### src/rtl/buyruk_getir.sv
`default_nettype none
// ============================================================================
// Module      : buyruk_getir
// Description : Instruction fetch stage. Single-outstanding memory handshake,
//               holding output register, branch redirect with stale-response drop.
// Revision    : 1.0
// ============================================================================
module buyruk_getir #(
    parameter logic [31:0] BASLANGIC_PS = 32'h4000_0000
) (
    input  logic        clk_i,
    input  logic        rst_i,
    output logic        bellek_istek_o,
    output logic [31:0] bellek_adres_o,
    input  logic        bellek_hazir_i,
    input  logic        bellek_yanit_gecerli_i,
    input  logic [31:0] bellek_buyruk_i,
    input  logic        dallanma_gecerli_i,
    input  logic [31:0] dallanma_ps_i,
    input  logic        kuyruk_durdur_i,
    input  logic        boru_durdur_i,
    output logic [31:0] buyruk_o,
    output logic        buyruk_gecerli_o,
    output logic [31:0] ps_o,
    output logic        ps_atladi_o
);

    localparam logic [1:0] c_BOSTA = 2'd0;
    localparam logic [1:0] c_ISTEK = 2'd1;
    localparam logic [1:0] c_YANIT = 2'd2;
    localparam logic [1:0] c_BEKLE = 2'd3;

    logic [1:0]  r_durum;
    logic [1:0]  w_sonraki_durum;
    logic [31:0] r_ps;
    logic [31:0] r_istek_ps;
    logic        r_atla;
    logic        r_at;
    logic [31:0] r_buyruk;
    logic        r_gecerli;
    logic [31:0] r_ps_cikis;
    logic        r_atladi;

    logic        w_tuket;
    logic        w_istek;
    logic        w_kabul;
    logic        w_yakala;

    // A request is only offered when the output register will be free at the
    // edge, so YANIT is always entered with an empty register.
    always_comb begin
        w_tuket  = r_gecerli & ~kuyruk_durdur_i & ~boru_durdur_i;
        w_istek  = (r_durum == c_ISTEK) & (~r_gecerli | w_tuket);
        w_kabul  = w_istek & bellek_hazir_i;
        w_yakala = (r_durum == c_YANIT) & bellek_yanit_gecerli_i & ~r_at & ~dallanma_gecerli_i;
    end

    always_ff @(posedge clk_i) begin
        if (!rst_i) begin
            r_durum <= c_BOSTA;
        end else begin
            r_durum <= w_sonraki_durum;
        end
    end

    always_comb begin
        w_sonraki_durum = r_durum;
        case (r_durum)
            c_BOSTA: w_sonraki_durum = c_ISTEK;
            c_ISTEK: begin
                if (w_kabul) begin
                    w_sonraki_durum = c_YANIT;
                end else if (!dallanma_gecerli_i && r_gecerli && !w_tuket) begin
                    w_sonraki_durum = c_BEKLE;
                end
            end
            c_YANIT: begin
                if (bellek_yanit_gecerli_i) begin
                    w_sonraki_durum = c_ISTEK;
                end
            end
            c_BEKLE: begin
                if (dallanma_gecerli_i || w_tuket) begin
                    w_sonraki_durum = c_ISTEK;
                end
            end
            default: w_sonraki_durum = c_BOSTA;
        endcase
    end

    always_comb begin
        bellek_istek_o   = w_istek;
        bellek_adres_o   = r_ps;
        buyruk_o         = r_buyruk;
        buyruk_gecerli_o = r_gecerli;
        ps_o             = r_ps_cikis;
        ps_atladi_o      = r_atladi;
    end

    always_ff @(posedge clk_i) begin
        if (!rst_i) begin
            r_ps       <= BASLANGIC_PS;
            r_istek_ps <= 32'h0;
            r_atla     <= 1'b1;
            r_at       <= 1'b0;
            r_buyruk   <= 32'h0;
            r_gecerli  <= 1'b0;
            r_ps_cikis <= 32'h0;
            r_atladi   <= 1'b0;
        end else begin
            if (w_kabul) begin
                r_istek_ps <= r_ps;
                r_ps       <= r_ps + 32'd4;
            end
            if (dallanma_gecerli_i) begin
                // A response landing in the redirect cycle is simply dropped;
                // only a still-pending one needs the discard flag.
                r_ps      <= dallanma_ps_i & ~32'h3;
                r_atla    <= 1'b1;
                r_gecerli <= 1'b0;
                r_at      <= w_kabul | ((r_durum == c_YANIT) & ~bellek_yanit_gecerli_i & r_at)
                           | ((r_durum == c_YANIT) & ~bellek_yanit_gecerli_i);
            end else begin
                if ((r_durum == c_YANIT) && bellek_yanit_gecerli_i) begin
                    r_at <= 1'b0;
                end
                if (w_yakala) begin
                    r_buyruk   <= bellek_buyruk_i;
                    r_ps_cikis <= r_istek_ps;
                    r_atladi   <= r_atla;
                    r_gecerli  <= 1'b1;
                    r_atla     <= 1'b0;
                end else if (w_tuket) begin
                    r_gecerli <= 1'b0;
                end
            end
        end
    end

endmodule
`default_nettype wire

### config.mk
export PLATFORM = sky130hd
export DESIGN_NAME = buyruk_getir
export DESIGN_NICKNAME = d
export VERILOG_FILES = /design/src/rtl/buyruk_getir.sv
export SDC_FILE = /design/constraint.sdc
export NUM_CORES = 1
export LEC_CHECK = 0
export CAP_MARGIN = 15
export CORE_MARGIN = 2
export CORE_UTILIZATION = 35
export DETAILED_ROUTE_END_ITERATION = 8
export GPL_TIMING_DRIVEN = 0
export PLACE_DENSITY = 0.65
export SLEW_MARGIN = 20
export SYNTH_ARGS = -nofsm -noshare
export SYNTH_HDL_FRONTEND = slang
export SYNTH_SLANG_ARGS = --single-unit
### constraint.sdc
create_clock -name clk_i -period 1.8 [get_ports clk_i]
set_input_delay 0.36 -clock clk_i [delete_from_list [all_inputs] [get_ports clk_i]]
set_output_delay 0.36 -clock clk_i [all_outputs]
set_load 0.02 [all_outputs]
==> flow_summary.ini, run 1 <==
[global_route]
grt_overflow = 0
grt_pass1_wl_um = 26800
grt_antenna_before_repair = 0
track_usage = 0.212
grt_max_degree = 17
grt_pass1_vias = 4934

[sta]
slew_violations = 0
fmax_mhz = 569
finalSetupViolCount = 0
slew-limit-headroom = 0.601
finalHoldViolations = 0
skew_ns = 0.00702
worstMarginPinSlew_ns = 0.598
finalSetupTns_ns = 0
fin_crit_ns = 1.76
fin_crit_sh = 0.976

[final_layout]
instances_no_fill = 1076
layout_common_cells = nand2_1, clkdlybuf4s50_1, dfxtp_1
area_delta_synth_final_pct = 50.9
nNetsFinal = 947
antenna_cells = 0
layout-drive-gt1-share = 0.132
layout_commonest_cell = nand2_1

[drt]
wl_per_cell_um = 16.3
num_vias = 5605
wl_um = 17600
firstDrtPassIters = 5
route.detailed.drc = 0
antenna_left = 0
routed_via_density = 5.21
drt_iter0_markers = 538

[critical_path]
cp.arrival_ns = 2.10
crit_path_max_incr_delay_ns = 0.57
path_buf_inv = 1
crit_slowest_cell = clkdlybuf4s50_1
critPathKind = input port to register
path_max_fanout = 4
crit_family = simple AND/OR/NAND/NOR gates
endpoint_kind = register
crit_chain = clkdlybuf4s50_1 > and3b_1 > nand4_1 > or3_2 > a31oi_1
crit_required_ns = 2.15
start_kind = input port

[logic_synthesis]
syn_area_per_cell_um2 = 7.85
synth_seq_cells = 128
synth-seq-area-share = 0.479
synthTopCellsByArea = dfxtp_1, nand2_1, a21oi_1, clkbuf_1, nand3_1
synth_top_cell_by_area = dfxtp_1
ys_types = 52
yosysTopAreaCellShare = 0.479
yosys_warnings = 0
syn_inst = 681
synth_edf_count = 0
synth_area_um2 = 5350
synthArstFlopShare = 0
synth_ff_type = dfxtp_1

[clocking]
numCtsBuffers = 17
cts_tree = yes
cts_root_buf = clkbuf_16
clockBufferDepth = 2
cts.sinks = 128
clk_pin_slew_ns = 0.05
worstSkewPairLatency_ns = 0.43
cts_hold_buf = 0
cts_max_level = 4

[pwr]
power_density_nw_per_um2 = 900
p_leak_nw = 2.90
peakVddDrop_v = 0.000771

[die]
rows = 45
die_area_um2 = 16300
start_util = 0.354
coreArea_um2 = 15100
die_w_um = 128
pin_count = 170
dieHeight_um = 128

[place]
placed_cells = 1034
dp_hpwl_um = 12400
gp_routability_congestion = 0.833
portBuffers = 162

[status]
status = finished, final reports clean

[run]
cap_violations = 0

[hold_path]
hp-class = register to register
## routing by layer
metal  track usage  vias up  wire length, µm
li1              -     2768                -
met1         0.292     2582             8110
met4        0.0847        0              370
met3        0.0528       23             1270
met5             0        -                0
met2         0.318      232             7840
## cells in the mapped netlist (all sizes together), types with 7 or more instances
library cell / count
or4: 7
nor2: 12
clkbuf: 41
nor3b: 7
a21oi: 100
o31ai: 9
o21ai: 21
dfxtp: 128
nand2: 207
nand4: 16
buf: 8
nand3: 23
a31oi: 14
nor3: 13
## power breakdown
group          switching (mW)  internal (mW)
Sequential              0.116           2.92
Combinational           0.376          0.316
Clock                    1.21           2.32
Total                    1.70           5.56
## stage by stage
step | utilization | area, µm² | power, mW | setup slack (ns) | hold slack [ns]
final | 0.535 | 8070 | 7.26 | 0.0432 | 0.448
after floorplan | - | 5370 | 3.38 | 0.0176 | 0.423
after global placement | 0.479 | 7220 | 3.78 | -0.881 | 0.441
after CTS | 0.523 | 7900 | 7.30 | -0.141 | 0.454
after global routing | 0.535 | 8070 | 7.52 | -0.00220 | 0.467
after detailed placement | 0.479 | 7220 | 3.78 | -0.865 | 0.446
## flip-flops by register name, summed over array words and instances, names as in the netlist
signal	flops
buyruk_o	32
bellek_adres_o	30
ps_o	30
r_istek_ps	30
r_durum	2
buyruk_gecerli_o	1
ps_atladi_o	1
r_at	1
r_atla	1
## repair_timing
| action | in CTS | in global routing |
|---|---|---|
| gates cloned | 0 | 1 |
| pin swaps | 2 | 6 |
| setup endpoints to repair | 144 | 120 |
| buffers inserted | 1 | 10 |
| gates resized for setup | 73 | 45 |
## tightest hold or removal path, cell delays in order (launching register included)
cell,delay [ns]
dfxtp_1,0.30
nand2_1,0.05
a21oi_1,0.05
## final timing paths
| kind | startpoint | end | slack, ns | cells past startpoint |
|---|---|---|---|---|
| min | r_istek_ps[3]$_SDFFE_PN0P_ | ps_o[3]$_SDFFE_PN0P_ | 0.45 | 2 |
| max reg2reg | bellek_adres_o[21]$_SDFFE_PN0P_ | bellek_adres_o[27]$_SDFFE_PN0P_ | 0.05 | 4 |
| min reg2reg | r_istek_ps[3]$_SDFFE_PN0P_ | ps_o[3]$_SDFFE_PN0P_ | 0.45 | 2 |
| max | bellek_hazir_i | bellek_adres_o[19]$_SDFFE_PN0P_ | 0.04 | 5 |
## cell families (layout without fill, tap and decap cells)
family	Yosys count	in the layout	synth area share
buffers and inverters	53	256	0.0421
other	1	4	0.000701
AO/OA/AOI/OAI	166	166	0.177
flip-flops	128	128	0.479
XOR/XNOR	7	7	0.0115
AND/OR/NAND/NOR	325	326	0.287
adder cells (fa/ha/maj)	1	1	0.00234
## layout make-up
class | count | area [µm²]
Inverter | 4 | 15.0
Timing Repair Buffer | 173 | 1670
Tap cell | 188 | 235
Sequential cell | 128 | 2590
Multi-Input combinational cell | 504 | 2710
Clock buffer | 27 | 503
Buffer | 47 | 246
Clock inverter | 5 | 100
Fill cell | 1488 | 7020
Note: power is estimated with default switching activity, not from simulation.
==> inputs of run 2 (changes only) <==
Settings changed: ABC_AREA set to 1, CORE_UTILIZATION 35 to 40, PLACE_DENSITY 0.65 to 0.72, RECOVER_POWER set to 50.
==> run 2 against run 1 <==
Against the previous run:
- clock skew decreased by 0.0016 ns
- first-iteration DRC count decreased by 18%
- synthesized cell count increased by 13%
- synthesized area increased by 2.4%
- wire length decreased by 0.34%
- maximum frequency increased by 0.40%
- count of clock-buffer cells in the layout decreased by 5
- global-route usage increased by 3.5 points
- die area decreased by 10%
- critical endpoint is now bellek_adres_o[31]
==> flow_summary.ini, run 2 <==
[logic_synthesis]
synth_most_common_cell = nor2_1
syn_area_per_cell_um2 = 7.09
yosys_warnings = 0
yosysTopAreaCellShare = 0.468
synth_edf_count = 0
ys_types = 36
synth_ff_type = dfxtp_1
synth_area_um2 = 5480
synth_top_cell_by_area = dfxtp_1
syn_inst = 772
synthTopCellsByArea = dfxtp_1, nor2_1, o21ai_0, nand2_1, a21oi_1
synth-seq-area-share = 0.468
synth_top_cells_by_count = nor2_1, nand2_1, dfxtp_1
synth_seq_cells = 128
synthArstFlopShare = 0

[global_route]
grt_pass1_wl_um = 28100
top_usage_layer = met2
grt_overflow = 0
grt_max_degree = 17
grt_pass1_vias = 5446
use_met2 = 0.395
use_met1 = 0.323
grt_antenna_before_repair = 0
track_usage = 0.247
grtUsageMet3 = 0.0616

[status]
status = finished, final reports clean

[die]
die_area_um2 = 14600
start_util = 0.412
rows = 42
pin_count = 170
die_w_um = 121
dieHeight_um = 121
coreArea_um2 = 13300

[final_layout]
final_area_um2 = 8020
layout-drive-gt1-share = 0.0885
largest_reg_flops = 32
area_delta_synth_final_pct = 46.4
instances_no_fill = 1148
antenna_cells = 0
layout_common_cells = nor2_1, nand2_1, clkdlybuf4s50_1
nNetsFinal = 1031
fillers = 1241
layout_commonest_cell = nor2_1

[drt]
wl_um = 17500
route.detailed.drc = 0
wl_per_cell_um = 15.3
drt_iter0_markers = 442
num_vias = 5713
routed_via_density = 4.98
firstDrtPassIters = 5
antenna_left = 0

[sta]
holdWs_ns = 0.320
skew_ns = 0.00540
worst_slack_ns = 0.0501
worstMarginPinSlew_ns = 0.606
fmax_mhz = 571
finalHoldViolations = 0
slew_violations = 0
rsz0062_at_grt = true
finalSetupViolCount = 0
fin_crit_ns = 1.75
fin_crit_sh = 0.972
slew-limit-headroom = 0.596

[critical_path]
rr_worst_depth = 9
start_kind = register
crit_slowest_cell = clkdlybuf4s50_1
endpoint_kind = output port
crit_required_ns = 1.44
rrSetupSlack_ns = 0.12
r2r-start = r_durum[0]$_SDFFE_PN0P_
crit_cells = 1
crit_chain = clkdlybuf4s50_1
critPathKind = register to output port
r2r_end = ps_o[16]$_SDFFE_PN0P_
crit_path_max_incr_delay_ns = 0.62
path_max_fanout = 3
cp.arrival_ns = 1.39
path_buf_inv = 1
crit_family = buffers and inverters

[run]
cap_violations = 0

[pwr]
peakVddDrop_v = 0.000558
p_leak_nw = 3.35
power_density_nw_per_um2 = 946
power_mw = 7.59

[place]
gp_routability_congestion = 0.897
placed_cells = 1112
preCtsSetupSlack_ns = -0.397
dpl_cell_area_um2 = 7320
dp_hpwl_um = 12900
portBuffers = 161

[clocking]
cts.sinks = 128
cts_hold_buf = 0
cts_tree = yes
cts_root_buf = clkbuf_16
numCtsBuffers = 17
clockBufferDepth = 2
clk_pin_slew_ns = 0.06
worstSkewPairLatency_ns = 0.42
cts_max_level = 4

[hold_path]
hold_depth = 3
hold_end = bellek_adres_o[5]$_SDFFE_PN0P_
hp-class = input port to register
worstHoldStart = rst_i
## run 2: layout make-up
type | instances | area, µm² | area share
flip-flops and latches | 128 | 2570 | 0.320
well taps | 176 | 220 | 0.0275
repair buffers | 165 | 1600 | 0.200
inverters | 48 | 181 | 0.0226
plain buffers | 43 | 233 | 0.0290
clock buffers | 22 | 484 | 0.0604
clock inverters | 10 | 180 | 0.0225
multi-input cells | 556 | 2550 | 0.318
## run 2: what timing repair did
item                       4_1_cts  5_1_grt
gates cloned                     0        0
setup endpoints to repair       30       77
pin swaps                        1        3
buffers inserted                 0        4
resized for setup               36       15
## run 2: routing by layer
metal	wire length, µm	part of all wire	up-vias
li1	-	-	2862
met1	7800	0.44	2624
met2	8130	0.46	195
met3	1210	0.069	32
met4	394	0.022	0
met5	0	0	-
## run 2: logic make-up after synthesis
| group | after synthesis | share of synthesized area |
|---|---|---|
| xor+xnor | 10 | 0.0160 |
| compound gates | 170 | 0.160 |
| fa+ha+maj | 1 | 0.00228 |
| flops | 128 | 0.468 |
| buf+inv | 91 | 0.0756 |
| simple gates | 371 | 0.277 |
| other cells | 1 | 0.000685 |
## run 2: how the worst max path moves through the flow
stage                                    start                         endpoint  slack [ns]
2_1_floorplan   bellek_adres_o[3]$_SDFFE_PN0P_  bellek_adres_o[28]$_SDFFE_PN0P_        0.22
3_5_place_dp                   kuyruk_durdur_i                   bellek_istek_o       -0.40
3_3_place_gp                   kuyruk_durdur_i                   bellek_istek_o       -0.40
6_report       bellek_adres_o[31]$_SDFFE_PN0P_               bellek_adres_o[31]        0.05
5_1_grt         bellek_adres_o[2]$_SDFFE_PN0P_  bellek_adres_o[28]$_SDFFE_PN0P_      -0.002
4_1_cts                        kuyruk_durdur_i                   bellek_istek_o      0.0005
## run 2: report_power, final
group,switching [mW],internal (mW)
registers,0.102,2.93
logic,0.383,0.305
clock network,1.26,2.60
## run 2: stage by stage
stage | setup TNS (ns) | util
after floorplan | 0 | -
after global placement | -29.92 | 0.551
after detailed placement | -32.21 | 0.551
after CTS | 0 | 0.599
after global routing | -0.00180 | 0.603
final | 0 | 0.603
==> inputs of run 3 (changes only) <==
Settings changed: SLEW_MARGIN 20 to 0.
==> results of run 3 <==
The final DEF is identical to that of run 2; final timing and power are the same.
